## src/rtl/mem_pkg.sv

```systemverilog
// mem_pkg: shared types and helpers for the MEM stage.
//   mem_state_t   : data-memory transaction FSM states
//   F3_*          : funct3 encodings for load/store size and sign
//   SZ_*          : access size carried in funct3[1:0]
//   is_misaligned : true when the address is not aligned to the access size
//   ld_extend     : selects a byte/halfword from a load word and extends it
package mem_pkg;

  typedef enum logic [1:0] {
    M_IDLE = 2'd0,
    M_REQ  = 2'd1,
    M_RESP = 2'd2,
    M_DONE = 2'd3
  } mem_state_t;

  localparam logic [2:0] F3_B  = 3'd0;
  localparam logic [2:0] F3_H  = 3'd1;
  localparam logic [2:0] F3_W  = 3'd2;
  localparam logic [2:0] F3_BU = 3'd4;
  localparam logic [2:0] F3_HU = 3'd5;

  // Loads and stores share the size encoding in the low two funct3 bits.
  localparam logic [1:0] SZ_B = 2'd0;
  localparam logic [1:0] SZ_H = 2'd1;
  localparam logic [1:0] SZ_W = 2'd2;

  function automatic logic is_misaligned(input logic [2:0] funct3, input logic [1:0] offset);
    return ((funct3[1:0] == SZ_H) && offset[0]) ||
           ((funct3[1:0] == SZ_W) && (offset != 2'b00));
  endfunction

  function automatic logic [31:0] ld_extend(input logic [31:0] word,
                                            input logic [1:0]  offset,
                                            input logic [2:0]  funct3);
    logic [7:0]  b;
    logic [15:0] h;
    case (offset)
      2'd0:    b = word[7:0];
      2'd1:    b = word[15:8];
      2'd2:    b = word[23:16];
      default: b = word[31:24];
    endcase
    h = offset[1] ? word[31:16] : word[15:0];
    case (funct3)
      F3_B:    ld_extend = {{24{b[7]}}, b};
      F3_H:    ld_extend = {{16{h[15]}}, h};
      F3_BU:   ld_extend = {24'h0, b};
      F3_HU:   ld_extend = {16'h0, h};
      F3_W:    ld_extend = word;
      default: ld_extend = word;
    endcase
  endfunction

endpackage

```

## src/rtl/mem_stage_st_align.sv

```systemverilog
// st_align: combinational store lane alignment.
//   size   in  : access size (funct3[1:0])
//   offset in  : byte address bits [1:0]
//   rs2    in  : store operand
//   web    out : active-low byte write enables
//   wdata  out : store data replicated across the lanes
module st_align
  import mem_pkg::*;
(
  input  logic [1:0]  size,
  input  logic [1:0]  offset,
  input  logic [31:0] rs2,
  output logic [3:0]  web,
  output logic [31:0] wdata
);

  genvar gi;
  generate
    for (gi = 0; gi < 4; gi++) begin : g_lane
      localparam logic [1:0] LANE = 2'(gi);
      logic       lane_web;
      logic [7:0] lane_data;

      always_comb begin
        lane_web  = 1'b1;
        lane_data = rs2[8*gi +: 8];
        case (size)
          SZ_B: begin
            lane_web  = (offset != LANE);
            lane_data = rs2[7:0];
          end
          SZ_H: begin
            // lanes 0/1 carry the low halfword copy, lanes 2/3 the high copy
            lane_web  = (offset[1] != LANE[1]);
            lane_data = rs2[8*(gi%2) +: 8];
          end
          SZ_W: lane_web = 1'b0;
          default: lane_web = 1'b1;
        endcase
      end

      assign web[gi]          = lane_web;
      assign wdata[8*gi +: 8] = lane_data;
    end
  endgenerate

endmodule

```

## src/rtl/mem_stage.sv

```systemverilog
// mem_stage: EX/MEM pipeline register plus data-memory access stage.
//   clk, rst (sync, active-low)
//   ex_*              : instruction fields from the execute stage
//   dm_req/addr/web/wdata, dm_ready/rvalid/rdata : data-memory port
//   mem_stall         : freezes the upstream pipeline while an access is open
//   MEM_rd_data_next, mem_rd_addr, mem_is_load   : forwarding / hazard info
//   WB_rd_data, wb_rd_addr, wb_reg_write         : write-back register
//   misalign, bus_err : one-cycle event pulses
module mem_stage
  import mem_pkg::*;
#(
  parameter int         TIMEOUT = 64,
  parameter logic [3:0] RST_WEB = 4'hF
) (
  input  logic        clk,
  input  logic        rst,
  input  logic        ex_valid,
  input  logic [31:0] ex_alu_out,
  input  logic [31:0] ex_rs2,
  input  logic [31:0] ex_pctoreg,
  input  logic [4:0]  ex_rd_addr,
  input  logic        ex_reg_write,
  input  logic        ex_mem_read,
  input  logic        ex_mem_write,
  input  logic        ex_wb_pc,
  input  logic [2:0]  ex_funct3,
  output logic        dm_req,
  output logic [31:0] dm_addr,
  output logic [3:0]  dm_web,
  output logic [31:0] dm_wdata,
  input  logic        dm_ready,
  input  logic        dm_rvalid,
  input  logic [31:0] dm_rdata,
  output logic        mem_stall,
  output logic [31:0] MEM_rd_data_next,
  output logic [4:0]  mem_rd_addr,
  output logic        mem_is_load,
  output logic [31:0] WB_rd_data,
  output logic [4:0]  wb_rd_addr,
  output logic        wb_reg_write,
  output logic        misalign,
  output logic        bus_err
);

  localparam int CNT_W = (TIMEOUT > 1) ? $clog2(TIMEOUT) : 1;
  localparam logic [CNT_W-1:0] TMO_LAST = CNT_W'(TIMEOUT - 1);

  // EX/MEM register
  logic        m_valid_reg, m_reg_write_reg, m_mem_read_reg, m_mem_write_reg, m_wb_pc_reg;
  logic [31:0] m_alu_out_reg, m_rs2_reg, m_pctoreg_reg;
  logic [4:0]  m_rd_addr_reg;
  logic [2:0]  m_funct3_reg;

  // access FSM
  mem_state_t       state_reg;
  logic [CNT_W-1:0] tmo_cnt_reg;
  logic [31:0]      ld_buf_reg;
  logic             bus_err_reg;

  // MEM/WB register
  logic [31:0] wb_rd_data_reg;
  logic [4:0]  wb_rd_addr_reg;
  logic        wb_reg_write_reg;

  logic [31:0] m_result, st_wdata;
  logic [3:0]  st_web;
  logic        m_is_mem, misaligned, pending, in_wait, tmo_hit, m_load;

  assign m_result   = m_wb_pc_reg ? m_pctoreg_reg : m_alu_out_reg;
  assign m_is_mem   = m_valid_reg & (m_mem_read_reg | m_mem_write_reg);
  assign m_load     = m_valid_reg & m_mem_read_reg;
  assign misaligned = m_is_mem & is_misaligned(m_funct3_reg, m_alu_out_reg[1:0]);
  assign pending    = m_is_mem & ~misaligned;
  assign in_wait    = (state_reg == M_REQ) || (state_reg == M_RESP);
  assign tmo_hit    = in_wait && (tmo_cnt_reg == TMO_LAST);

  st_align u_st_align (
    .size   (m_funct3_reg[1:0]),
    .offset (m_alu_out_reg[1:0]),
    .rs2    (m_rs2_reg),
    .web    (st_web),
    .wdata  (st_wdata)
  );

  // The request is raised straight from IDLE so a zero-wait memory can
  // accept it in the first MEM cycle; M regs are frozen, so it stays stable.
  assign dm_req    = pending & ((state_reg == M_IDLE) || (state_reg == M_REQ));
  assign dm_addr   = m_alu_out_reg;
  assign dm_web    = (dm_req & m_mem_write_reg) ? st_web : RST_WEB;
  assign dm_wdata  = st_wdata;
  assign mem_stall = pending & (state_reg != M_DONE);

  assign MEM_rd_data_next = m_result;
  assign mem_rd_addr      = m_rd_addr_reg;
  assign mem_is_load      = m_load;
  assign misalign         = misaligned;
  assign bus_err          = bus_err_reg;
  assign WB_rd_data       = wb_rd_data_reg;
  assign wb_rd_addr       = wb_rd_addr_reg;
  assign wb_reg_write     = wb_reg_write_reg;

  always_ff @(posedge clk) begin
    if (!rst) begin
      m_valid_reg     <= 1'b0;
      m_alu_out_reg   <= '0;
      m_rs2_reg       <= '0;
      m_pctoreg_reg   <= '0;
      m_rd_addr_reg   <= '0;
      m_reg_write_reg <= 1'b0;
      m_mem_read_reg  <= 1'b0;
      m_mem_write_reg <= 1'b0;
      m_wb_pc_reg     <= 1'b0;
      m_funct3_reg    <= '0;
    end else if (!mem_stall) begin
      m_valid_reg     <= ex_valid;
      m_alu_out_reg   <= ex_alu_out;
      m_rs2_reg       <= ex_rs2;
      m_pctoreg_reg   <= ex_pctoreg;
      m_rd_addr_reg   <= ex_rd_addr;
      m_reg_write_reg <= ex_reg_write;
      m_mem_read_reg  <= ex_mem_read;
      m_mem_write_reg <= ex_mem_write;
      m_wb_pc_reg     <= ex_wb_pc;
      m_funct3_reg    <= ex_funct3;
    end
  end

  always_ff @(posedge clk) begin
    if (!rst) begin
      state_reg   <= M_IDLE;
      tmo_cnt_reg <= '0;
      ld_buf_reg  <= '0;
      bus_err_reg <= 1'b0;
    end else begin
      bus_err_reg <= 1'b0;
      tmo_cnt_reg <= (in_wait && !tmo_hit) ? tmo_cnt_reg + 1'b1 : '0;
      case (state_reg)
        M_IDLE: begin
          if (pending) begin
            if (dm_ready) state_reg <= m_mem_read_reg ? M_RESP : M_DONE;
            else          state_reg <= M_REQ;
          end
        end
        M_REQ: begin
          if (tmo_hit) begin
            state_reg   <= M_DONE;
            bus_err_reg <= 1'b1;
            ld_buf_reg  <= '0;
          end else if (dm_ready) begin
            state_reg <= m_mem_read_reg ? M_RESP : M_DONE;
          end
        end
        M_RESP: begin
          if (tmo_hit) begin
            state_reg   <= M_DONE;
            bus_err_reg <= 1'b1;
            ld_buf_reg  <= '0;
          end else if (dm_rvalid) begin
            state_reg  <= M_DONE;
            ld_buf_reg <= dm_rdata;
          end
        end
        M_DONE:  state_reg <= M_IDLE;
        default: state_reg <= M_IDLE;
      endcase
    end
  end

  // bus_err_reg is high exactly during the DONE cycle of an aborted access,
  // which is the cycle the WB register samples this instruction.
  always_ff @(posedge clk) begin
    if (!rst) begin
      wb_rd_data_reg   <= '0;
      wb_rd_addr_reg   <= '0;
      wb_reg_write_reg <= 1'b0;
    end else if (!mem_stall) begin
      wb_rd_data_reg   <= m_load ? ld_extend(ld_buf_reg, m_alu_out_reg[1:0], m_funct3_reg)
                                 : m_result;
      wb_rd_addr_reg   <= m_rd_addr_reg;
      wb_reg_write_reg <= m_valid_reg & m_reg_write_reg & ~misaligned & ~bus_err_reg &
                          (m_rd_addr_reg != 5'd0);
    end
  end

endmodule

```

## config.mk

```make
export PLATFORM = sky130hd
export DESIGN_NAME = mem_stage
export DESIGN_NICKNAME = d
export VERILOG_FILES = /design/src/rtl/mem_pkg.sv /design/src/rtl/mem_stage_st_align.sv /design/src/rtl/mem_stage.sv
export SDC_FILE = /design/constraint.sdc
export NUM_CORES = 1
export LEC_CHECK = 0
export CAP_MARGIN = 10
export CORE_MARGIN = 10
export CORE_UTILIZATION = 45
export CTS_CLUSTER_SIZE = 10
export DETAILED_ROUTE_END_ITERATION = 10
export PLACE_DENSITY = 0.88
export SETUP_SLACK_MARGIN = 0.02
export SYNTH_ARGS = -nofsm -noshare
export SYNTH_HDL_FRONTEND = slang
export SYNTH_SLANG_ARGS = --single-unit
```

## constraint.sdc

```tcl
create_clock -name clk -period 5.2 [get_ports clk]
set_input_delay 0.52 -clock clk [delete_from_list [all_inputs] [get_ports clk]]
set_output_delay 0.52 -clock clk [all_outputs]
set_load 0.01 [all_outputs]
```

Yosys cells after proc, flatten, opt, wreduce, memory -nomap -nowiden. Index checks and enable logic that the tools add are counted.

Reductions and logical operators: 21. Bitwise gates (word level): 15. Eq/ne operators: 19. Multiplexer cells: 26. $add $sub $neg: 1.

Operators with widths (count): $mux W32 (5); $pmux W32 S4 (1); $pmux W32 S2 (1); $pmux W8 S3 (1); $mux W16 (1); $mux W8 (2); $pmux W8 S2 (1); $mux W2 (6); $pmux W1 S3 (4); $and A1 B1 Y1 (11); $ne A2 B2 Y1 const B (5); $eq A2 B2 Y1 const B (4); $pmux W2 S4 (1); $add A6 B1 Y6 const B (1); $eq A2 B1 Y1 const B (3); $eq A3 B3 Y1 const B (2); $eq A6 B6 Y1 const B (1); $logic_not A2 Y1 (3); $ne A3 B3 Y1 const B (2); $reduce_and A3 Y1 (2); $reduce_bool A5 Y1 (1); $logic_and A1 B1 Y1 (4); $mux W4 (1); $reduce_and A2 Y1 (2); other kinds (10) (17).

Output and inout bits: 148. Logic and storage cells: 99. Register bits: 188. Input bits: 145.

Logic depth before layout (Yosys ltp).
Depth in word-level cells: 9. Mapped depth: 9. Mapped depth without buffers: 6.

By module. From an unflattened synthesis, not the netlist that was laid out.

Cell total of the unflattened synthesis: 1055. Area total of the unflattened synthesis: 8891.0 um^2.

By module, submodules not included: mem_stage (instances 1, area each 8363.0 um^2, seq. area each 3763.6 um^2, cells each 987); st_align (instances 1, area each 528.0 um^2, seq. area each 0.0 um^2, cells each 68).

Least setup slack after synthesis. Ideal clock, no wire load.

Path type: reg-to-output. Start point: register m_funct3_reg[1]. End point: output port dm_wdata[24]. Stages on the path, launching flop included: 7. Required time: 4.680 ns. Arrival: 1.568 ns. Path buffers: 4. Setup slack: 3.112 ns. Cell sequence: dfxtp_1 buf_2 buf_1 clkbuf_1 clkbuf_1 nand2_1 o21ai_0.

Word-level cells in the longest chain between the ends: 2. Elaborated cells on any way between the ends: 3. Classes of those cells: eq/ne (1); mux (1); reduce/logical (1).

RTL lines: start, declared (line mem_stage.sv:52) `logic [2:0] m_funct3_reg;`; start signal, assigned (line mem_stage.sv:124) `m_funct3_reg <= ex_funct3;`; $eq A2 B1 Y1 or $logic_not A2 Y1 (tied branches) (line mem_stage_st_align.sv:27) `case (size)`; $pmux W8 S2 * (line mem_stage_st_align.sv:27); end, declared (line mem_stage.sv:30) `output logic [31:0] dm_wdata,`.

Every way passes the cells marked *; elsewhere a longest branch is shown, timed or not.

Final worst setup path.
Start point: register m_alu_out_reg[1] (netlist: dm_addr[1]). End point: output port mem_stall.

Word-level cells in the longest chain between the ends: 7.

RTL lines: start, declared (line mem_stage.sv:50) `logic [31:0] m_alu_out_reg, m_rs2_reg, m_pctoreg_reg;`; start signal, assigned (line mem_stage.sv:116) `m_alu_out_reg <= ex_alu_out;`; $reduce_bool A2 Y1 (line mem_pkg.sv:29) `((funct3[1:0] == SZ_W) && (offset != 2'b00));`; $logic_and A1 B1 Y1 (line mem_pkg.sv:29); $logic_or A1 B1 Y1 (line mem_pkg.sv:28) `return ((funct3[1:0] == SZ_H) && offset[0]) ||`; $and A1 B1 Y1 (line mem_stage.sv:72) `assign misaligned = m_is_mem & is_misaligned(m_funct3_reg, m_alu_out_reg[1:0]);`; $not A1 Y1 (line mem_stage.sv:73) `assign pending = m_is_mem & ~misaligned;`; $and A1 B1 Y1 (line mem_stage.sv:73); $and A1 B1 Y1 (line mem_stage.sv:91) `assign mem_stall = pending & (state_reg != M_DONE);`; end, declared (line mem_stage.sv:34) `output logic mem_stall,`.

Every way passes these cells.

==> impl_metrics.env <==
export IMPL_status="finished clean"
export IMPL_cts_resized=0
export IMPL_rrSetupSlack_ns=1.52
export IMPL_synthCells=1073
export IMPL_finish_utilization=0.636
export IMPL_htree_levels=4
export IMPL_ys_ff_latch=188
export IMPL_holdWs_ns=0.451
export IMPL_drtAntennaViolNets=0
export IMPL_clk_pin_slew_ns=0.07
export IMPL_vias_per_cell=5.65
export IMPL_synth_ff_type="dfxtp_1"
export IMPL_fin_nets=1434
export IMPL_use_met3=0.0704
export IMPL_period_needed_ns=4.09
export IMPL_die_h_um=159
export IMPL_grt_overflow_total=0
export IMPL_antenna_cells=0
export IMPL_gp_congestion=0.901
export IMPL_clk_latency_ns=0.42
export IMPL_critPathRequiredTime_ns=4.68
export IMPL_layout_cells_non_filler=1530
export IMPL_placed_cells=1499
export IMPL_p_per_area_nw_per_um2=321
export IMPL_clk_path_buf_depth=2
export IMPL_post_route_period_util=0.787
export IMPL_postCtsHoldBufs=0
export IMPL_routed_wl_um=30800
export IMPL_final_common_cell="clkdlybuf4s50_1"
export IMPL_grt_max_degree=94
export IMPL_yosysUniqueCellTypes=45
export IMPL_drt_iter0_drc=545
export IMPL_cts_tree="yes"
export IMPL_track_usage=0.235
export IMPL_skew_ns=0.00922
export IMPL_syn_avg_cell_area_um2=8.05
export IMPL_hpwl_um=22600
export IMPL_vias=8648
export IMPL_setup_violations=0
export IMPL_io_pins=293
export IMPL_leakagePower_nw=4.50
export IMPL_start_kind="flip-flop"
export IMPL_root_buffer="clkbuf_16"
export IMPL_fin_area_um2=11900
export IMPL_worst_ep_arrival_time_ns=3.57
export IMPL_postCtsSetupBuffers=0
export IMPL_grt_use_met1=0.273
export IMPL_drive_gt1_frac=0.0748
export IMPL_first_pass_iters=5
export IMPL_slew_headroom=0.189
export IMPL_syn_num_nets=1223
export IMPL_finalPower_mw=3.83
export IMPL_drc_errors=0
export IMPL_grt_busiest_layer="met2"
export IMPL_clock_sinks=188
export IMPL_synth_edf_count=0
export IMPL_fill_cells=1573
export IMPL_die_area_um2=25100
export IMPL_grt_pass1_wl_um=46600
export IMPL_synth_top_area_cell="dfxtp_1"
export IMPL_rsz0062_at_grt="false"
export IMPL_synth_area_um2=8630
export IMPL_multi_input_area_um2=4290
export IMPL_wl_per_cell_um=20.2
export IMPL_fp_row_count=50
export IMPL_dp_slack_ns=1.60
export IMPL_synthToLayoutAreaGrowth_pct=38.3
export IMPL_critPathKind="reg2out"
export IMPL_fmax_ghz=0.244
export IMPL_synthTopCellsByArea="dfxtp_1 (44%), a21oi_1 (11%), nand2_1 (11%), mux2_2 (6.4%), o21ai_0 (5.3%)"
export IMPL_place_area_um2=11400
export IMPL_finalMaxSlewViolations=0
export IMPL_grt_pass1_vias=8391
export IMPL_antenna_found_initial=1
export IMPL_regArea_um2=3770
export IMPL_hp_class="reg2reg"
export IMPL_grt_util_met2=0.401
export IMPL_core_um2=18800
export IMPL_die_width_um=159
export IMPL_synthArstFlopShare=0
export IMPL_ir_worst_vdd_mv=0.227
export IMPL_cp_max_fo=93
export IMPL_cts_buffers_inserted=17
export IMPL_cp_end_kind="output pin"
export IMPL_tightest_slew_ns=1.22
export IMPL_final_cell_mix="clkdlybuf4s50_1 (291), nand2_1 (245), dfxtp_1 (186)"
export IMPL_yosysWarnings=0
export IMPL_final_hold_viol_count=0
export IMPL_synth_seq_area_share=0.436
export IMPL_start_util=0.460
export IMPL_layout_setup_ws_ns=1.11
export IMPL_yosys_area_top_type_share=0.436
export IMPL_cap_violations=0
export IMPL_tns_ns=0
export IMPL_port_buffers=292
==> layout make-up <==
type,count,share of cell area
inverters,10,0.00377
repair buffers,301,0.250
clock buffers,22,0.0397
well taps,234,0.0245
clock inverters,9,0.00744
multi-input cells,766,0.359
flip-flops and latches,188,0.315
==> cell usage after synthesis (all sizes together) (14+ instances only) <==
cell    instances
a32o           16
buf            44
o21ai          92
clkbuf         65
dfxtp         188
nand2         245
mux2           49
mux2i          14
nand4          33
nor2           33
a21oi         184
==> per-layer routing <==
metal / routed length, um / share of wire
met1: 12100 / 0.39
met2: 15100 / 0.49
met3: 2870 / 0.093
met4: 828 / 0.027
met5: 12 / 0.00039
==> cells by family after synthesis <==
group                    Yosys count  synth area share
flip-flops                       188             0.436
AO/OA/AOI/OAI                    335             0.221
buffers and inverters            119            0.0684
AND/OR/NAND/NOR                  357             0.180
multiplexers                      64            0.0828
adder cells (fa/ha/maj)            5           0.00725
XOR/XNOR                           5           0.00507
==> worst paths after layout <==
check / startpoint / to / depth (start not counted)
max: dm_addr[1] / mem_stall / 4
min: m_pctoreg_reg[28] / m_pctoreg_reg[28] / 2
max reg2reg: dm_addr[1] / m_rs2_reg[18] / 6
min reg2reg: m_pctoreg_reg[28] / m_pctoreg_reg[28] / 2
==> worst max-delay path, stage by stage, from the launching register on <==
cell and delay (ns):
dfxtp_1 0.65, and3b_1 0.41, a2111o_2 0.76, inv_6 0.60, clkdlybuf4s50_1 0.67
==> where the power goes <==
group          switching, mW  internal (mW)  total [mW]
Combinational          0.468          0.435       0.903
Sequential             0.112           1.56        1.67
Clock                  0.564          0.699        1.26
(Power assumes the default switching activity.)
==> variant: new RTL, config.mk and constraints unchanged <==
The parameter `RST_WEB` goes from 4'hF to 4'h7.
--- a/src/rtl/mem_stage.sv
+++ b/src/rtl/mem_stage.sv
@@ -10,7 +10,7 @@
   import mem_pkg::*;
 #(
   parameter int         TIMEOUT = 64,
-  parameter logic [3:0] RST_WEB = 4'hF
+  parameter logic [3:0] RST_WEB = 4'h7
 ) (
   input  logic        clk,
   input  logic        rst,
Behaviour: not the same (a bounded check fails within 4 cycles, from zero or initial values and one cycle with rst low).
==> variant against the original RTL <==
- wire length grew 0.34%
- critical path depth rose by 2
- combinational power shrank 0.7%
- synthesized cell count is 2.8% lower
- total power rose by 3.4%
- setup slack better by 0.33 ns
- final area rose by 1.9%
- die area is 0.42% higher
- synthesized area up 0.48%
- clock power grew 13%
- sequential cell count did not move
- critical path type unchanged
==> variant: results (changes against the original RTL) <==
Setup path
  • FF-to-FF setup slack: 1.84 ns (+0.32 ns)
  • WP data arrival: 3.24 ns (-0.33 ns)
  • RR Endpoint: WB_rd_data[29]$_SDFFE_PN0N_
  • Reg2reg path depth: 7 (+1)
  • Critical Path Fanout Max: 66 (-29%)
  • R2r startpoint: m_funct3_reg[1]$_SDFFE_PN0N_

Yosys
  • Syn nets: 1193 (-2.5%)
  • Synth cell types: 47 (+4.4%)
  • Cells after Synth: 1043 (-2.8%)
  • Synth Area in Compound Gates: 0.218 (-0.00336)
  • Sequential area share after synthesis: 0.434 (-0.00208)
  • XOR/XNOR Fraction of Synth Area: 0.00505 (-0.0000241)
  • Synth area leaders: dfxtp_1 43%, nand2_1 13%, a21boi_0 9.2%
  • Mux contribution to synthesized area: 0.0751 (-0.00761)

GRT
  • First-pass GRT wire length: 47.0 mm (+1.0%)
  • Vias in the first global route: 8115 (-3.3%)
  • Largest net degree at the start of global routing: 134 (+43%)
  • Tot GR Track Use: 0.233 (-0.00194)
  • Number of antenna violations at the first check in global routing: 2 (+1)

Outcome
  • Status: finished, final reports clean

Placement
  • RePlAce Congestion: 0.896 (-0.46%)
  • Dpl cells: 1505 (+0.40%)
  • Placed wire-length estimate: 22.4 mm (-0.81%)

Cells and area
  • Area of the multi-input gates: 4410 um2 (+2.7%)
  • Comb_multi_in: 747 (-2.5%)
  • Seq area share: 0.309 (-0.00597)
  • Layout fillers: 1597 (+1.5%)
  • Non-clk buf share: 0.245 (-0.00506)
  • Clock-cell share: 0.0528 (+0.00570)
  • Layout cells sized above 1: 0.0799 (+0.00509)
  • Count of non-CTS buffers in the layout: 300 (-0.33%)

Power and ir drop
  • Sequential power share: 0.417 (-0.018)
  • Int Pwr: 2.85 mW (+6.0%)
  • Pwr/cell area: 326 nW/um2 (+1.4%)
  • P_leak: 4.57 nW (+1.5%)
  • Clock network power share: 0.357 (+0.028)
  • Peak VDD IR: 0.213 mV (-6.2%)

Detailed routing
  • Routed via count: 8392 (-3.0%)
  • Final wirelength: 31.0 mm (+0.34%)
  • Routed WL per cell: 20.1 um (-0.18%)
  • Initial drt markers: 698 (+28%)

Clock network
  • Setup bufs post-CTS: 0 (unchanged)
  • Post-CTS Resized: 0 (unchanged)

Timing
  • Slew headroom: 0.210 (+0.0213)
  • Clk_skew: 0.0125 ns (+0.00331 ns)
  • Hold slack: 0.450 ns (-0.00131 ns)

Min path
  • Hold Crit Start: wb_rd_addr[1]$_SDFFE_PN0N_
  • Hold endpoint: wb_rd_addr[1]$_SDFFE_PN0N_
variant: cell types whose count changed in the layout (fill, tap and decap cells not counted), sizes merged, moves of 6 or more:
| cell | delta |
|---|---|
| o221a | +6 |
| nor2 | -15 |
| a31oi | +17 |
| and4b | -6 |
| a21boi | +147 |
| nand4b | +6 |
| a221oi | +7 |
| o211ai | -7 |
| nand2 | +61 |
| a2111o | -7 |
| nand3 | +17 |
| a21oi | -173 |
| o21ai | -46 |
| a32o | -16 |
variant: critical path: stages (launching register included):
cell and delay, ns:
dfxtp_2 0.32, buf_4 0.30, nor2b_1 0.22, a221o_1 0.41
or2_4 0.43, inv_6 0.47, clkdlybuf4s50_1 0.65
variant: layer usage:
metal  up-vias  wire length [um]  GRT usage
met3        63              2740     0.0829
li1       4040                 -          -
met5         -                 0          0
met1      3917             12100      0.262
met4         0               958     0.0940
met2       372             15200      0.393
variant: worst max path at each step:
stage / endpoint / slack (ns) / startpoint
finish: mem_stall / 1.44 / m_funct3_reg[1]$_SDFFE_PN0N_
global route: mem_is_load / 1.22 / m_valid_reg$_SDFFE_PN0N_
CTS: mem_stall / 1.42 / m_funct3_reg[1]$_SDFFE_PN0N_
detailed placement: mem_stall / 1.90 / m_funct3_reg[1]$_SDFFE_PN0N_
global placement: mem_stall / 1.93 / m_funct3_reg[1]$_SDFFE_PN0N_
floorplan: dm_wdata[20] / 2.99 / m_funct3_reg[1]$_SDFFE_PN0N_
variant: logic make-up after synthesis:
family,after synthesis
adder cells (fa/ha/maj),5
multiplexers,59
AO/OA/AOI/OAI,266
AND/OR/NAND/NOR,412
buffers and inverters,108
XOR/XNOR,5
flip-flops,188
variant: metrics by stage:
step	cell area, um2	setup slack (ns)
floorplan	8670	2.99
global placement	11500	1.93
detailed placement	11500	1.90
CTS	12200	1.42
global route	12200	1.22
finish	12200	1.44
